### src/rtl/pending_encoder_16x4_if.sv
// -----------------------------------------------------------------------------
// pending_encoder_16x4_if
// Handshake bundle between request sources, the pending encoder and the
// consumer of the encoded index.
//
// Signals (vectors are ascending, element [0] is the MSB / line 0):
//   en          capture enable; when 0, req is ignored
//   req         request lines, req[i] requests index i
//   out_ready   consumer accepts the presented index
//   out_valid   idx is valid
//   idx         encoded index, idx[0] = MSB
//   out_onehot  one-hot of idx while out_valid, else all 0
//   busy        any line pending or presented
//
// Modports:
//   master  request source / consumer side (drives en, req, out_ready)
//   slave   encoder side (drives out_valid, idx, out_onehot, busy)
// -----------------------------------------------------------------------------
interface pending_encoder_16x4_if #(
    parameter int N     = 16,
    parameter int IDX_W = 4
);
    logic             en;
    logic [0:N-1]     req;
    logic             out_ready;
    logic             out_valid;
    logic [0:IDX_W-1] idx;
    logic [0:N-1]     out_onehot;
    logic             busy;

    modport master (
        output en, req, out_ready,
        input  out_valid, idx, out_onehot, busy
    );

    modport slave (
        input  en, req, out_ready,
        output out_valid, idx, out_onehot, busy
    );
endinterface

### src/rtl/pending_encoder_16x4.sv
// -----------------------------------------------------------------------------
// pending_encoder_16x4
// Collects request lines into a pending set and hands them out one at a time
// as a 4-bit index over a valid/ready handshake. A served line is cleared on
// acceptance; a line that is requested again re-enters the set.
//
// Ports:
//   clk    rising-edge clock
//   rst_n  asynchronous active-low reset
//   bus    pending_encoder_16x4_if.slave (en, req, out_ready in;
//          out_valid, idx, out_onehot, busy out)
//
// Build option:
//   RR_ARB_EN  defined   -> round-robin selection, search starts after the
//                           last accepted index
//              undefined -> fixed priority, lowest index wins
// -----------------------------------------------------------------------------
module pending_encoder_16x4 #(
    parameter int N     = 16,
    parameter int IDX_W = 4
) (
    input logic                   clk,
    input logic                   rst_n,
    pending_encoder_16x4_if.slave bus
);

    typedef enum logic {
        IDLE    = 1'b0,
        PRESENT = 1'b1
    } state_t;

    state_t           state;
    logic [0:N-1]     pend;
    logic [0:N-1]     clr;
    logic [0:N-1]     cap;
    logic [0:N-1]     oh;
    logic [0:IDX_W-1] idx_q;
    logic             valid_q;
    logic [0:IDX_W-1] sel_idx;
    logic             accept;

`ifdef RR_ARB_EN
    logic [0:IDX_W-1] last;

    // First pending line at or after last+1, wrapping N-1 -> 0.
    function automatic logic [0:IDX_W-1] sel_rr(input logic [0:N-1]     p,
                                                input logic [0:IDX_W-1] after);
        logic [0:IDX_W-1] r;
        logic [0:IDX_W-1] j;
        logic             found;
        r     = '0;
        found = 1'b0;
        for (int k = 1; k <= N; k++) begin
            j = IDX_W'((int'(after) + k) % N);
            if (!found && p[j]) begin
                r     = j;
                found = 1'b1;
            end
        end
        return r;
    endfunction
`else
    // Lowest pending index wins; scanning downward leaves the lowest in r.
    function automatic logic [0:IDX_W-1] sel_fixed(input logic [0:N-1] p);
        logic [0:IDX_W-1] r;
        r = '0;
        for (int i = N - 1; i >= 0; i--) begin
            if (p[IDX_W'(i)]) r = IDX_W'(i);
        end
        return r;
    endfunction
`endif

    assign accept = valid_q && bus.out_ready;

    always_comb begin
        oh = '0;
        if (valid_q) oh[idx_q] = 1'b1;
        // The presented line is the only one that can be cleared.
        clr = accept ? oh : '0;
        cap = bus.en ? bus.req : '0;
`ifdef RR_ARB_EN
        sel_idx = sel_rr(pend, last);
`else
        sel_idx = sel_fixed(pend);
`endif
    end

    // Pending set: set wins over clear, so a line requested in its own
    // serve cycle stays pending.
    always_ff @(posedge clk or negedge rst_n) begin
        if (!rst_n) begin
            pend <= '0;
        end else begin
            pend <= (pend & ~clr) | cap;
        end
    end

    // Presentation FSM: the index is frozen while PRESENT, so a newly
    // pending higher-priority line never preempts a presented one.
    always_ff @(posedge clk or negedge rst_n) begin
        if (!rst_n) begin
            state   <= IDLE;
            valid_q <= 1'b0;
            idx_q   <= '0;
        end else begin
            case (state)
                IDLE: begin
                    if (|pend) begin
                        idx_q   <= sel_idx;
                        valid_q <= 1'b1;
                        state   <= PRESENT;
                    end
                end
                PRESENT: begin
                    if (bus.out_ready) begin
                        valid_q <= 1'b0;
                        state   <= IDLE;
                    end
                end
                default: begin
                    valid_q <= 1'b0;
                    state   <= IDLE;
                end
            endcase
        end
    end

`ifdef RR_ARB_EN
    always_ff @(posedge clk or negedge rst_n) begin
        if (!rst_n) begin
            last <= '0;
        end else if (accept) begin
            last <= idx_q;
        end
    end
`endif

    assign bus.out_valid  = valid_q;
    assign bus.idx        = idx_q;
    assign bus.out_onehot = oh;
    assign bus.busy       = |pend;

endmodule

### src/flat_wrapper.sv
// flat-port wrapper written by rule: the top's interface ports become plain ports
module pending_encoder_16x4_flat 
#(
    parameter int N     = 16,
    parameter int IDX_W = 4
)
  (clk, rst_n, bus_en, bus_req, bus_out_ready, bus_out_valid, bus_idx, bus_out_onehot, bus_busy);
  pending_encoder_16x4_if #(.N(N), .IDX_W(IDX_W)) bus_i ();
  input logic clk;
  input logic rst_n;
  input wire logic [$bits(bus_i.en)-1:0] bus_en;
  input wire logic [$bits(bus_i.req)-1:0] bus_req;
  input wire logic [$bits(bus_i.out_ready)-1:0] bus_out_ready;
  output wire logic [$bits(bus_i.out_valid)-1:0] bus_out_valid;
  output wire logic [$bits(bus_i.idx)-1:0] bus_idx;
  output wire logic [$bits(bus_i.out_onehot)-1:0] bus_out_onehot;
  output wire logic [$bits(bus_i.busy)-1:0] bus_busy;
  assign bus_i.en = bus_en;
  assign bus_i.req = bus_req;
  assign bus_i.out_ready = bus_out_ready;
  assign bus_out_valid = bus_i.out_valid;
  assign bus_idx = bus_i.idx;
  assign bus_out_onehot = bus_i.out_onehot;
  assign bus_busy = bus_i.busy;
  pending_encoder_16x4 #(.N(N), .IDX_W(IDX_W)) u_core (.clk(clk), .rst_n(rst_n), .bus(bus_i));
endmodule
### config.mk
export PLATFORM = sky130hd
export DESIGN_NAME = pending_encoder_16x4_flat
export DESIGN_NICKNAME = d
export VERILOG_FILES = /design/src/rtl/pending_encoder_16x4_if.sv /design/src/rtl/pending_encoder_16x4.sv /design/src/flat_wrapper.sv
export SDC_FILE = /design/constraint.sdc
export NUM_CORES = 1
export LEC_CHECK = 0
export ABC_AREA = 0
export BUFFER_PORTS_ARGS = -buffer_cell sky130_fd_sc_hd__buf_2
export CORE_ASPECT_RATIO = 0.9
export CORE_UTILIZATION = 49
export CTS_CLUSTER_DIAMETER = 80
export DETAILED_ROUTE_END_ITERATION = 10
export GPL_TIMING_DRIVEN = 1
export PLACE_DENSITY = 0.82
export REMOVE_ABC_BUFFERS = 1
export SLEW_MARGIN = 10
export SYNTH_ARGS = -nofsm -noshare
export SYNTH_HDL_FRONTEND = slang
export SYNTH_SLANG_ARGS = --single-unit
### constraint.sdc
create_clock -name clk -period 3.2 [get_ports clk]
set_input_delay 0.96 -clock clk [delete_from_list [all_inputs] [get_ports clk]]
set_output_delay 0.96 -clock clk [all_outputs]
set_load 0.005 [all_outputs]
==> metrics.md <==
| Metric | Value |
|---|---|
| Number of cells on the worst hold path | 1 |
| Count of buffers from port buffering | 32 |
| Final clock period utilization by the worst path | 0.769 |
| Setup violation total in the final timing report | 0 |
| Largest stage delay, worst path | around 0.53 ns |
| Required time at the worst-slack endpoint | between 2 and 2.5 ns |
| DRC marker count from the first detailed-route iteration | 19 |
| Maximum buffer depth of the clock tree | 2 |
| Antenna diodes | 0 |
| Largest cells by area after synthesis | sky130_fd_sc_hd__dfrtp_1 53%, sky130_fd_sc_hd__buf_4 6.8%, sky130_fd_sc_hd__nand2_1 6.8% |
| Instance count of the mapped netlist | 100 |
| F_max | 406 MHz |
| Post-synthesis cell area | between 900 and 1000 um^2 |
| Post-synth top area share | 0.530 |
| Run status | completed |
| Crit path launch type | flip-flop |
| Synth unique cells | 22 |
| Die Width | about 50 um |
| Total Wirelength | approximately 1.9 mm |
| Total count of max-transition violations in the final report | 0 |
| Post-synthesis area per instance | between 9 and 10 um^2 |
| Total power divided by cell area | 446 nW/um^2 |
| Peak supply drop | 0.398 mV |
| Endpoint of the lowest-slack register-to-register path | u_core.bus.idx[3] |
| Vias | ~800 |
| Share of layout cells above drive strength 1 | 0.331 |
| Post-CTS Hold Fix Bufs | 0 |
| Number of detailed-routing iterations run before antenna repair | 5 |
| Critical Path Slowest Stage Cell | sky130_fd_sc_hd__or3b_2 |
| Number of clock sinks | 21 |
| Clock root buffer | sky130_fd_sc_hd__clkbuf_4 |
| Largest net degree at the start of global routing | 22 |
| Routability Congestion | about 0.81 |
| Worst setup slack before clock tree synthesis | between 1 and 1.5 ns |
| Total of flip-flops plus latches after synthesis | 21 |
| Number of nets with antenna violations after routing | 0 |
| WS Path Type | flip-flop to output port |
| Setup slack of the most critical reg-to-reg path | between 1.5 and 2 ns |
| Total Routing Usage GR | 0.197 |
| Initial antenna violation count | 0 |
| Io pins | 42 |
| Leading cell type in the layout, fill and taps excluded | sky130_fd_sc_hd__buf_2 |
| Starting density of the core | 0.518 |
| Min-delay src | u_core.pend[9] |
| Global-route wire length before repair | around 3.2 mm |
| Via-per-instance ratio | about 5.0 |
| Worst hold-check path type | flip-flop to flip-flop |
| CP max FO | 6 |
| Clock-pin slew reported for the worst setup and hold paths after clock tree synthesis | around 0.12 ns |
| Placement Rows | 15 |
| Share of synthesized area occupied by flip-flops and latches | 0.530 |
| Final instance area | 1170 um^2 |
| Estimated wirelength of the detail-placed design | 1.47 mm |
| Post-route insts no fill | approximately 160 |
| Overall die area | about 2200 um^2 |
| Routed WL per cell | 12.0 um |
| Type of element capturing the critical path | output port |
| Layout area overhead | 17.8% |
| Startpoint of the worst register-to-register path | u_core.pend[12] |
| Worst path arrival time | 1.50 ns |
| Worst-path cell chain | or3b_2 > nor2_1 > buf_2 |
| Area of the placeable core | between 1500 and 2000 um^2 |
| Layout Skew | about 0.0020 ns |
| Min-Delay Endpoint | u_core.pend[9] |
| Worst-skew pair later-pin latency | 0.31 ns |
| TritonCTS clock tree | done |
| Via count of the first global-routing pass | roughly 730 |
| Area occupied by multi-input gates | between 400 and 500 um^2 |
| Height of the die | between 40 and 50 um |
| RSZ-0062 raised after global routing | no |
| Leakage | 0.551 nW |
| Net total in the final layout | 154 |
| Number of cells in the design after placement | 154 |
| Synth warn | 0 |
| Filler instances | 192 |
| Cells resized by post-CTS repair | 0 |
| Htree depth | 1 |
| Final hold violation count | 0 |
| Grt total ovfl | 0 |
| Depth of the worst register-to-register path | 4 |
| Commonest cells after routing, fill and taps aside | 32 x sky130_fd_sc_hd__buf_2, 21 x sky130_fd_sc_hd__dfrtp_1, 18 x sky130_fd_sc_hd__nand2_1 |
| Drt drc | 0 |
| # Max-Cap Violations | 0 |
| Setup Buffers After CTS | 0 |
| Aggregate negative setup slack | 0 ns |
| CTS Buf Count | 3 |
| Cell taking the most area after synthesis | sky130_fd_sc_hd__dfrtp_1 |
| Instance area after placement | 1140 um^2 |
| Min cycle time layout | ~2.5 ns |
| Fin worst setup slack | 0.739 ns |
| Sequential cell area in the final layout | roughly 530 um^2 |
## worst max-delay path, delay by kind of cell (launching register included)
kind,cells,cell delay [ns]
buf+inv,1,0.12
flops,1,0.44
simple gates,2,0.63
## worst max-delay path by stage
stage,from,to,slack (ns),cells after the start
CTS,u_core.bus.idx[2],bus_out_onehot[11],0.74,3
global placement,u_core.bus.idx[2],bus_out_onehot[11],1.12,3
global route,u_core.pend[12],bus_busy,0.61,3
detailed placement,u_core.bus.idx[2],bus_out_onehot[11],1.10,3
floorplan,u_core.bus.idx[2],bus_out_onehot[11],1.22,2
finish,u_core.bus.idx[2],bus_out_onehot[11],0.74,3
## kinds of logic after synthesis
| family | Yosys count | synth area share |
|---|---|---|
| buf+inv | 14 | 0.0871 |
| other cells | 1 | 0.00378 |
| compound gates | 22 | 0.145 |
| simple gates | 40 | 0.203 |
| flops | 21 | 0.530 |
| mux | 2 | 0.0303 |
## cell type report
type,count,area share
Sequential cell,21,0.450
Timing Repair Buffer,32,0.137
Inverter,3,0.00965
Clock inverter,1,0.00643
Multi-Input combinational cell,73,0.350
Tap cell,25,0.0268
Clock buffer,3,0.0193
## metal layers
metal,wire (um),GRT usage
met1,867,0.240
met2,868,0.329
met3,135,0.0584
met4,29,0.0857
met5,0,0
## registers in the layout, summed over array words and instances, names as in the netlist
signal / count
u_core.bus.out_valid: 1
u_core.pend: 16
u_core.state: 1
u_core.bus.idx: 3
## cell usage after synthesis, drive strengths merged
cell,number
nor4,4
nand4,1
buf,9
a21o,8
inv,3
clkbuf,2
conb,1
nand3b,2
dfrtp,21
nor3,2
nor2b,1
mux2,2
o22a,1
nor2,10
a2bb2oi,1
nand3,1
nand2,18
o21ai,8
or3b,1
o31a,1
a21oi,3
## report_power, final
| group | switching (mW) | internal (mW) |
|---|---|---|
| clock | 0.0837 | 0.0477 |
| sequential | 0.0221 | 0.282 |
| combinational | 0.0434 | 0.0422 |
| total | 0.149 | 0.372 |
## metrics by stage
stage | util | hold slack (ns) | power, mW
finish | 0.610 | 0.474 | 0.521
global route | 0.610 | 0.504 | 0.553
CTS | 0.610 | 0.477 | 0.527
detailed placement | 0.594 | 0.451 | 0.395
global placement | 0.594 | 0.439 | 0.392
floorplan | - | 0.428 | 0.351
Note: power is estimated with default switching activity, not from simulation.
